==> src/rtl/bf16_int_frac_arb.sv <==
// Round-robin arbiter that shares one bf16 floor/fraction converter among NREQ
// requesters and registers the result into a single backpressured response channel.

module bf16_to_int_frac (
    input  logic [15:0] x,
    output logic [31:0] int_part,
    output logic [15:0] frac_part
);
    logic [7:0] e;
    logic [7:0] m;
    logic [7:0] sh;
    logic [6:0] fbits;
    logic [2:0] p;

    assign e = x[14:7];
    assign m = {1'b1, x[6:0]};

    always_comb begin
        // NOTE: every always_comb output gets a default first so no path leaves it unassigned (no latch).
        int_part  = '0;
        frac_part = '0;
        sh        = '0;
        fbits     = '0;
        p         = '0;
        if (x[15] || e == 8'd0) begin
            // negative or zero/denormal: flushed to 0.0
        end else if (e < 8'd127) begin
            frac_part = x;
        end else if (e < 8'd134) begin
            // sh mantissa bits remain below the binary point
            sh       = 8'd134 - e;
            int_part = 32'(m >> sh);
            fbits    = 7'(m & ((8'd1 << sh) - 8'd1));
            for (int i = 0; i < 7; i++) begin
                if (fbits[i]) p = 3'(i);
            end
            if (fbits != 7'd0)
                frac_part = {1'b0, 8'(e - 8'd7 + 8'(p)), 7'(fbits << (3'd7 - p))};
        end else begin
            // integral value; bits beyond 32 are truncated away
            int_part = 32'(m) << (e - 8'd134);
        end
    end
endmodule

module bf16_int_frac_arb #(
    parameter int NREQ = 4,
    parameter int TAGW = 4,
    parameter int IDW  = $clog2(NREQ)
) (
    input  logic                 clk,
    input  logic                 rst,
    input  logic [NREQ-1:0]      req_valid,
    output logic [NREQ-1:0]      req_ready,
    input  logic [NREQ*16-1:0]   req_data,
    input  logic [NREQ*TAGW-1:0] req_tag,
    output logic                 rsp_valid,
    input  logic                 rsp_ready,
    output logic [IDW-1:0]       rsp_id,
    output logic [TAGW-1:0]      rsp_tag,
    output logic [31:0]          rsp_int,
    output logic [15:0]          rsp_frac,
    output logic [1:0]           rsp_flag,
    output logic [15:0]          acc_cnt,
    output logic                 busy
);
    typedef enum logic {EMPTY, FULL} state_t;

    state_t          state, state_nxt;
    logic [IDW-1:0]  rr_ptr, win;
    logic            found, can_accept, accept;
    logic [15:0]     sel_data;
    logic [TAGW-1:0] sel_tag;
    logic [31:0]     cv_int;
    logic [15:0]     cv_frac;
    logic            flushed, overflow;
    int              idx;

    assign rsp_valid  = (state == FULL);
    assign busy       = rsp_valid;
    assign can_accept = !rsp_valid || rsp_ready;
    assign accept     = found && can_accept && !rst;

    // Rotating-priority search from rr_ptr; independent of req_ready.
    always_comb begin
        win      = '0;
        found    = 1'b0;
        sel_data = '0;
        sel_tag  = '0;
        idx      = 0;
        for (int k = 0; k < NREQ; k++) begin
            idx = int'(rr_ptr) + k;
            if (idx >= NREQ) idx = idx - NREQ;
            if (!found && req_valid[idx]) begin
                found    = 1'b1;
                win      = IDW'(idx);
                sel_data = req_data[16*idx +: 16];
                sel_tag  = req_tag[TAGW*idx +: TAGW];
            end
        end
    end

    always_comb begin
        req_ready = '0;
        if (accept) req_ready[win] = 1'b1;
    end

    bf16_to_int_frac u_conv (
        .x         (sel_data),
        .int_part  (cv_int),
        .frac_part (cv_frac)
    );

    assign flushed  = sel_data[15] || (sel_data[14:7] == 8'd0);
    assign overflow = !flushed && (sel_data[14:7] >= 8'd159);

    always_comb begin
        state_nxt = state;
        case (state)
            EMPTY:   if (accept) state_nxt = FULL;
            FULL:    if (rsp_ready && !accept) state_nxt = EMPTY;
            default: state_nxt = EMPTY;
        endcase
    end

    // NOTE: sequential state uses non-blocking assignments so all registers update from pre-edge values.
    always_ff @(posedge clk) begin
        if (rst) state <= EMPTY;
        else     state <= state_nxt;
    end

    always_ff @(posedge clk) begin
        // NOTE: the response payload is reset too, so a discarded or idle channel always reads as zero.
        if (rst) begin
            rr_ptr   <= '0;
            acc_cnt  <= '0;
            rsp_id   <= '0;
            rsp_tag  <= '0;
            rsp_int  <= '0;
            rsp_frac <= '0;
            rsp_flag <= '0;
        end else if (accept) begin
            rr_ptr   <= (int'(win) == NREQ - 1) ? '0 : win + 1'b1;
            rsp_id   <= win;
            rsp_tag  <= sel_tag;
            rsp_int  <= cv_int;
            rsp_frac <= cv_frac;
            rsp_flag <= {overflow, flushed};
            if (acc_cnt != 16'hFFFF) acc_cnt <= acc_cnt + 16'd1;
        end
    end
endmodule

==> config.mk <==
export PLATFORM = sky130hd
export DESIGN_NAME = bf16_int_frac_arb
export DESIGN_NICKNAME = d
export VERILOG_FILES = /design/src/rtl/bf16_int_frac_arb.sv
export SDC_FILE = /design/constraint.sdc
export NUM_CORES = 1
export LEC_CHECK = 0
export CAP_MARGIN = 40
export CORE_MARGIN = 1.5
export CORE_UTILIZATION = 53
export CTS_BUF_LIST = sky130_fd_sc_hd__clkbuf_8 sky130_fd_sc_hd__clkbuf_16
export DETAILED_ROUTE_END_ITERATION = 7
export PLACE_DENSITY_LB_ADDON = 0.3
export SLEW_MARGIN = 10
export SYNTH_ARGS = -nofsm -noshare
export SYNTH_HDL_FRONTEND = slang
export SYNTH_SLANG_ARGS = --single-unit
==> constraint.sdc <==
create_clock -name clk -period 12.2 [get_ports clk]
set_clock_uncertainty 0.1 [all_clocks]
set_input_delay 2.44 -clock clk [delete_from_list [all_inputs] [get_ports clk]]
set_output_delay 2.44 -clock clk [all_outputs]
set_load 0.005 [all_outputs]
==> results of run 1 <==
## where the power goes
| part | leakage [nW] | switching, mW | internal (mW) |
|---|---|---|---|
| combinational | 2.54 | 1.32 | 0.802 |
| clock | 0.158 | 0.103 | 0.179 |
| sequential | 0.609 | 0.0427 | 0.280 |
## critical path, delay by kind of cell
kind / cells / cell delay (ps)
AO/OA/AOI/OAI: 12 / 2490
AND/OR/NAND/NOR: 12 / 2600
adder cells (fa/ha/maj): 3 / 920
multiplexers: 1 / 720
buffers and inverters: 3 / 980
## stage by stage
step / area [um2] / hold slack, ps / power, mW / std cells
global placement: 9321 / 343.1 / 2.328 / 1192
global route: 9692 / 393.1 / 2.893 / 1212
floorplan: 7687 / 348.3 / 1.849 / 907
detailed placement: 9348 / 342.7 / 2.361 / 1195
CTS: 9664 / 359.0 / 2.659 / 1211
finish: 9692 / 354.2 / 2.732 / 1212
## per-layer routing
metal	share of wire, %	track usage, %	up-vias	routed length, um
met1	39	42.18	3868	9670
met3	10	6.596	81	2572
li1	-	-	3746	-
met5	0	0	-	0
met2	46	52.15	550	11390
met4	3.7	11.35	0	901
## cells in the mapped netlist (all sizes together) (6+ instances only)
| library cell | instances | area share, % |
|---|---|---|
| a311oi | 11 | 1.3 |
| a22o | 16 | 1.8 |
| dfxtp | 75 | 20 |
| nor3 | 17 | 1.1 |
| o221ai | 8 | 0.91 |
| nor4 | 7 | 0.57 |
| mux2 | 10 | 1.5 |
| mux4 | 52 | 15 |
| nor2b | 8 | 0.65 |
| a21boi | 6 | 0.59 |
| a21oi | 55 | 3.6 |
| nand3 | 38 | 2.6 |
| nand2 | 78 | 3.8 |
| buf | 25 | 2.0 |
| xor2 | 12 | 1.4 |
| clkbuf | 46 | 2.2 |
| o32ai | 6 | 1.1 |
| a211oi | 6 | 0.59 |
| nand3b | 6 | 0.59 |
| o21ai | 52 | 3.4 |
| a22oi | 26 | 2.5 |
| xnor2 | 11 | 1.4 |
| nand2b | 10 | 0.81 |
| a31oi | 9 | 0.73 |
| o22ai | 17 | 1.4 |
| inv | 19 | 0.99 |
| nor2 | 89 | 4.3 |
| nand4 | 9 | 0.73 |
| o31ai | 11 | 1.3 |
| a32oi | 8 | 0.91 |
| a21o | 12 | 1.2 |
| and2 | 14 | 1.1 |
| ha | 16 | 2.6 |
| mux2i | 61 | 7.9 |
## kinds of logic after synthesis
family,count (synthesis)
and+or+nand+nor,297
AOI/OAI and AO/OA,280
muxes,123
buffers and inverters,92
DFF,75
xor gates and xnor gates,23
adders and majority gates,17
## cell type report
type,count,share of cell area (%)
flip-flops and latches,75,15.53
inverters,21,0.8650
well taps,180,2.324
multi-input cells,740,59.64
clock buffers,9,2.324
clock inverters,7,0.9424
repair buffers,180,18.37
## path summary, 6_finish.rpt
kind / from / depth (start not counted) / slack [ps] / end
worst max register to register: rr_ptr[1] / 34 / 2270 / rsp_frac[14]
worst min-delay path: rsp_frac[15] / 1 / 350 / rsp_frac[15]
worst min register to register: rsp_frac[15] / 1 / 350 / rsp_frac[15]
worst max-delay path: req_valid[2] / 31 / 2200 / rsp_frac[14]
## sequential cells by signal (all words and copies together) (netlist names)
name	count
acc_cnt	16
busy	1
rr_ptr	2
rsp_flag	2
rsp_frac	16
rsp_id	2
rsp_int	32
rsp_tag	4
==> results.ini, run 1 <==
[finish]
drive_gt1_share_pct=11.72
most-common-layout-cells=163 x clkdlybuf4s50_1, 89 x nor2_1, 77 x nand2_1, 74 x dfxtp_1, 61 x mux2i_1
final_nets=1131
final_util_pct=69.02
fillCellCount=1109
antenna_cells=0
area_growth_syn_to_layout_pct=26.07
multi_input_area_mm2=0.005781
seq_area_mm2=0.001505
final_common_cell=clkdlybuf4s50_1

[synth]
syn-mean-instance-area_um2=8.476
synth.distinct_cells=80
synth_xor_area_share_pct=2.718
synth_top_family_by_area=compound AO/OA/AOI/OAI gates
syn_nets=1011
synth_edf_count=0
yosysWarnings=0
synth-seq-cells=75
postSynthCellCount=907
synth-simple-area-share_pct=18.65
synthAdderAreaFrac_pct=2.865
synthFlopType=dfxtp_1
netlist_area_mm2=0.007687
synth_compound_area_share_pct=26.29
synth_mux_area_share_pct=24.64
ys_seq_area_share_pct=19.53
async_flop_share_pct=0

[timing]
clock.fmax_ghz=0.1000
slew_violations=0
fin_crit_ps=10000
slew_headroom_pct=36.15
tightest_slew_ps=951.0
fin_ws_ps=2200
fin_crit_sh_pct=81.97
finalSetupViolCount=0
tns_ps=0
rsz0062_at_grt=no
finalHoldViolCount=0

[detailed_routing]
num_vias=8245
drc=0
wire_per_inst_um=20.24
via_per_inst=6.803
ant_nets=0
drt_wl_total_um=24530
drt-initial-drc-count=1167
firstDrtPassIters=5

[global_routing]
grt_pass1_vias=7459
grt_overflow_total=0
track_usage_pct=32.01
grt_pass1_wl_um=38270
antenna_found_initial=0
grt_max_degree=67

[clock_tree]
cts.sinks=75
htree_levels=3
cts_resized=0
cts_tree=done
insertion_delay_ps=340
cts_made_buffers=9
clock_path_buffers=2
post_cts_buffers=0
path_clk_slew_ps=60
cts-root-buf=clkbuf_16
holdBufCountCts=0

[floorplan]
start_util_pct=54.74
die_x_um=123.4
die_h_um=123.4
die_area_mm2=0.01524
ioPinCount=165
fp-row-count=43
design.core.area_mm2=0.01404

[critical_path]
slowest_delay_ps=720
worst-path-max-fanout=25
worstSetupPathType=in2reg
worst_setup_path_start_kind=input pin
required_ps=12370
slowest_stage=mux4_2
endpoint_kind=flip-flop
arrival_ps=10170

[job]
maxCapViolCount=0

[placement]
port_buffers=164
dpl_worst_slack_ps=2073
gp_congestion=1.011
hpwl_um=17920

[pwr]
power.density_mw_per_mm2=281.8
p_leak_nw=3.308
ir_drop_v=0.0002298

[run_status]
status=finished clean

[hold_path]
hold_path.class=reg2reg

(Power assumes the default switching activity.)
==> run 2: changes to the inputs <==
==> constraint.sdc (replaced) <==
create_clock -name clk -period 9.9 [get_ports clk]
set_clock_uncertainty 0.1 [all_clocks]
set_input_delay 1.98 -clock clk [delete_from_list [all_inputs] [get_ports clk]]
set_output_delay 1.98 -clock clk [all_outputs]
set_load 0.005 [all_outputs]
==> run 2 against run 1 <==
Net effect:
- via count decreased by 1.8%
- core utilization decreased by 0.24 points
- register-to-register slack got worse by 180 ps
- highest routed layer unchanged
- sequential cell count unchanged
- cell area decreased by 0.35%
- setup slack got worse by 1300 ps
- sequential power increased by 19%
- non-clock buffer count increased by 7
- power increased by 21%
- die area unchanged
==> results.ini, run 2 (synthesized netlist as in run 1, its figures left out) <==
[finish]
top_register=rsp_int  ; unchanged
final_util_pct=68.78  ; was 69.02%
most-common-layout-cells=163 x clkdlybuf4s50_1, 89 x nor2_1, 77 x nand2_1, 74 x dfxtp_1, 61 x mux2i_1  ; unchanged
final_nets=1138  ; was 1131
largest_register_ffs=32  ; unchanged
drive_gt1_share_pct=12.24  ; was 11.72%
top_regs=rsp_int x32, acc_cnt x16, rsp_frac x16  ; unchanged
area_growth_syn_to_layout_pct=25.63  ; was 26.07%
final_common_cell=clkdlybuf4s50_1  ; unchanged
instances_no_fill=1218  ; was 1212
antenna_cells=0  ; unchanged
multi_input_area_mm2=0.005781  ; unchanged
fin_area_mm2=0.009658  ; was 0.009692 mm2
fillCellCount=1159  ; was 1109
seq_area_mm2=0.001505  ; unchanged

[placement]
dp.cells=1203  ; was 1195
placed_cell_area_mm2=0.009399  ; was 0.009348 mm2
hpwl_um=18020  ; was 17920 um
gp_congestion=0.9624  ; was 1.011
dpl_worst_slack_ps=673.8  ; was 2073 ps
port_buffers=164  ; unchanged

[detailed_routing]
wire_per_inst_um=19.92  ; was 20.24 um
num_vias=8096  ; was 8245
via_per_inst=6.647  ; was 6.803
drt-initial-drc-count=725  ; was 1167
top_layer=met4  ; unchanged
drc=0  ; unchanged
dr_wl_met2_um=11490  ; was 11390 um
ant_nets=0  ; unchanged
wl_met3_um=2004  ; was 2572 um
drt_wl_total_um=24260  ; was 24530 um
firstDrtPassIters=5  ; unchanged
met1_length_um=10060  ; was 9670 um

[clock_tree]
cts-root-buf=clkbuf_16  ; unchanged
cts_tree=done  ; unchanged
htree_levels=3  ; unchanged
post_cts_buffers=0  ; unchanged
holdBufCountCts=0  ; unchanged
clock_path_buffers=2  ; unchanged
cts_resized=0  ; unchanged
cts_made_buffers=9  ; unchanged
insertion_delay_ps=340  ; about the same
path_clk_slew_ps=60  ; about the same
cts.sinks=75  ; unchanged

[job]
maxCapViolCount=0  ; unchanged

[global_routing]
grt_max_degree=55  ; was 67
grt_overflow_total=0  ; unchanged
antenna_found_initial=0  ; unchanged
grt_pass1_wl_um=38640  ; was 38270 um
track_usage_pct=32.11  ; was 32.01%
grt_pass1_vias=7517  ; was 7459

[critical_path]
endpoint_kind=flip-flop  ; unchanged
worstSetupPathType=in2reg  ; unchanged
cp_top_family=simple AND/OR/NAND/NOR gates  ; unchanged
r2r_start=rr_ptr[0]  ; was rr_ptr[1]
worst_setup_path_start_kind=input pin  ; unchanged
slowest_stage=mux4_2  ; unchanged
slowest_delay_ps=800  ; was 720 ps
arrival_ps=9200  ; was 10170 ps
required_ps=10060  ; was 12370 ps
critPathBufInv=3  ; unchanged
crit_path_start=req_valid[3]  ; was req_valid[2]
worst-path-max-fanout=25  ; unchanged

[pwr]
p_int_mw=1.516  ; was 1.261 mW
clockPowerShare_pct=8.8  ; was 10.3%
swShare_pct=54.09  ; was 53.84%
fin_total_pwr_mw=3.302  ; was 2.732 mW
p_leak_nw=3.313  ; was 3.308 nW
power.density_mw_per_mm2=341.9  ; was 281.8 mW/mm2
switching_power_mw=1.786  ; was 1.471 mW
comb_power_share_pct=79.6  ; was 77.8%
pwr-share-seq_pct=11.6  ; was 11.8%
ir_drop_v=0.0001812  ; was 0.0002298 V

[floorplan]
fp-row-count=43  ; unchanged
design.core.area_mm2=0.01404  ; unchanged
die_x_um=123.4  ; unchanged
die_area_mm2=0.01524  ; unchanged
ioPinCount=165  ; unchanged
die_h_um=123.4  ; unchanged
start_util_pct=54.74  ; unchanged

[timing]
slew_violations=0  ; unchanged
holdWs_ps=351.1  ; was 354.2 ps
finalSetupViolCount=0  ; unchanged
finalHoldViolCount=0  ; unchanged
slew_headroom_pct=39.58  ; was 36.15%
fin_crit_ps=9035
fin_ws_ps=865.1  ; was 2200 ps
clock.fmax_ghz=0.1107
rsz0062_at_grt=no  ; unchanged
tns_ps=0  ; unchanged
fin_crit_sh_pct=91.26
tightest_slew_ps=898.0  ; was 951.0 ps

[hold_path]
min_from=rsp_flag[1]  ; was rsp_frac[15]
hold_path.class=reg2reg  ; unchanged

[run_status]
status=finished clean  ; unchanged

run 2: final timing paths:
check                 end  slack, ps  depth (start not counted)
max          rsp_frac[14]        870                         31
min           rsp_flag[1]        350                          2
max reg2reg  rsp_frac[14]       2090                         32
min reg2reg   rsp_flag[1]        350                          2
run 2: final cells by class:
class / instances / area share, %
repair buffers: 187 / 18.68
well taps: 180 / 2.332
clock buffers: 9 / 2.332
multi-input cells: 740 / 59.85
flip-flops and latches: 75 / 15.58
inverters: 21 / 0.8680
clock inverters: 6 / 0.3498
run 2: power by group through the flow:
stage          clock, mW  combinational [mW]  sequential, mW
6_report           0.290                2.63           0.385
5_1_grt            0.306                2.83           0.391
4_1_cts            0.291                2.56           0.384
3_5_place_dp           0                2.54           0.390
3_3_place_gp           0                2.51           0.390
2_1_floorplan          0                1.91           0.377
run 2: worst reg2reg max path: cells and delay by family, from the launching register on:
kind                       cells  cell delay [ps]
adders and majority gates      4             1230
and+or+nand+nor               12             2530
DFF                            1              580
muxes                          1              600
buffers and inverters          4              720
AOI/OAI and AO/OA             11             2000
run 2: per-layer routing:
metal | up-vias | GRT usage (%)
met2 | 436 | 51.56
met5 | - | 0
li1 | 3755 | -
met4 | 0 | 11.78
met1 | 3840 | 43.56
met3 | 65 | 5.304
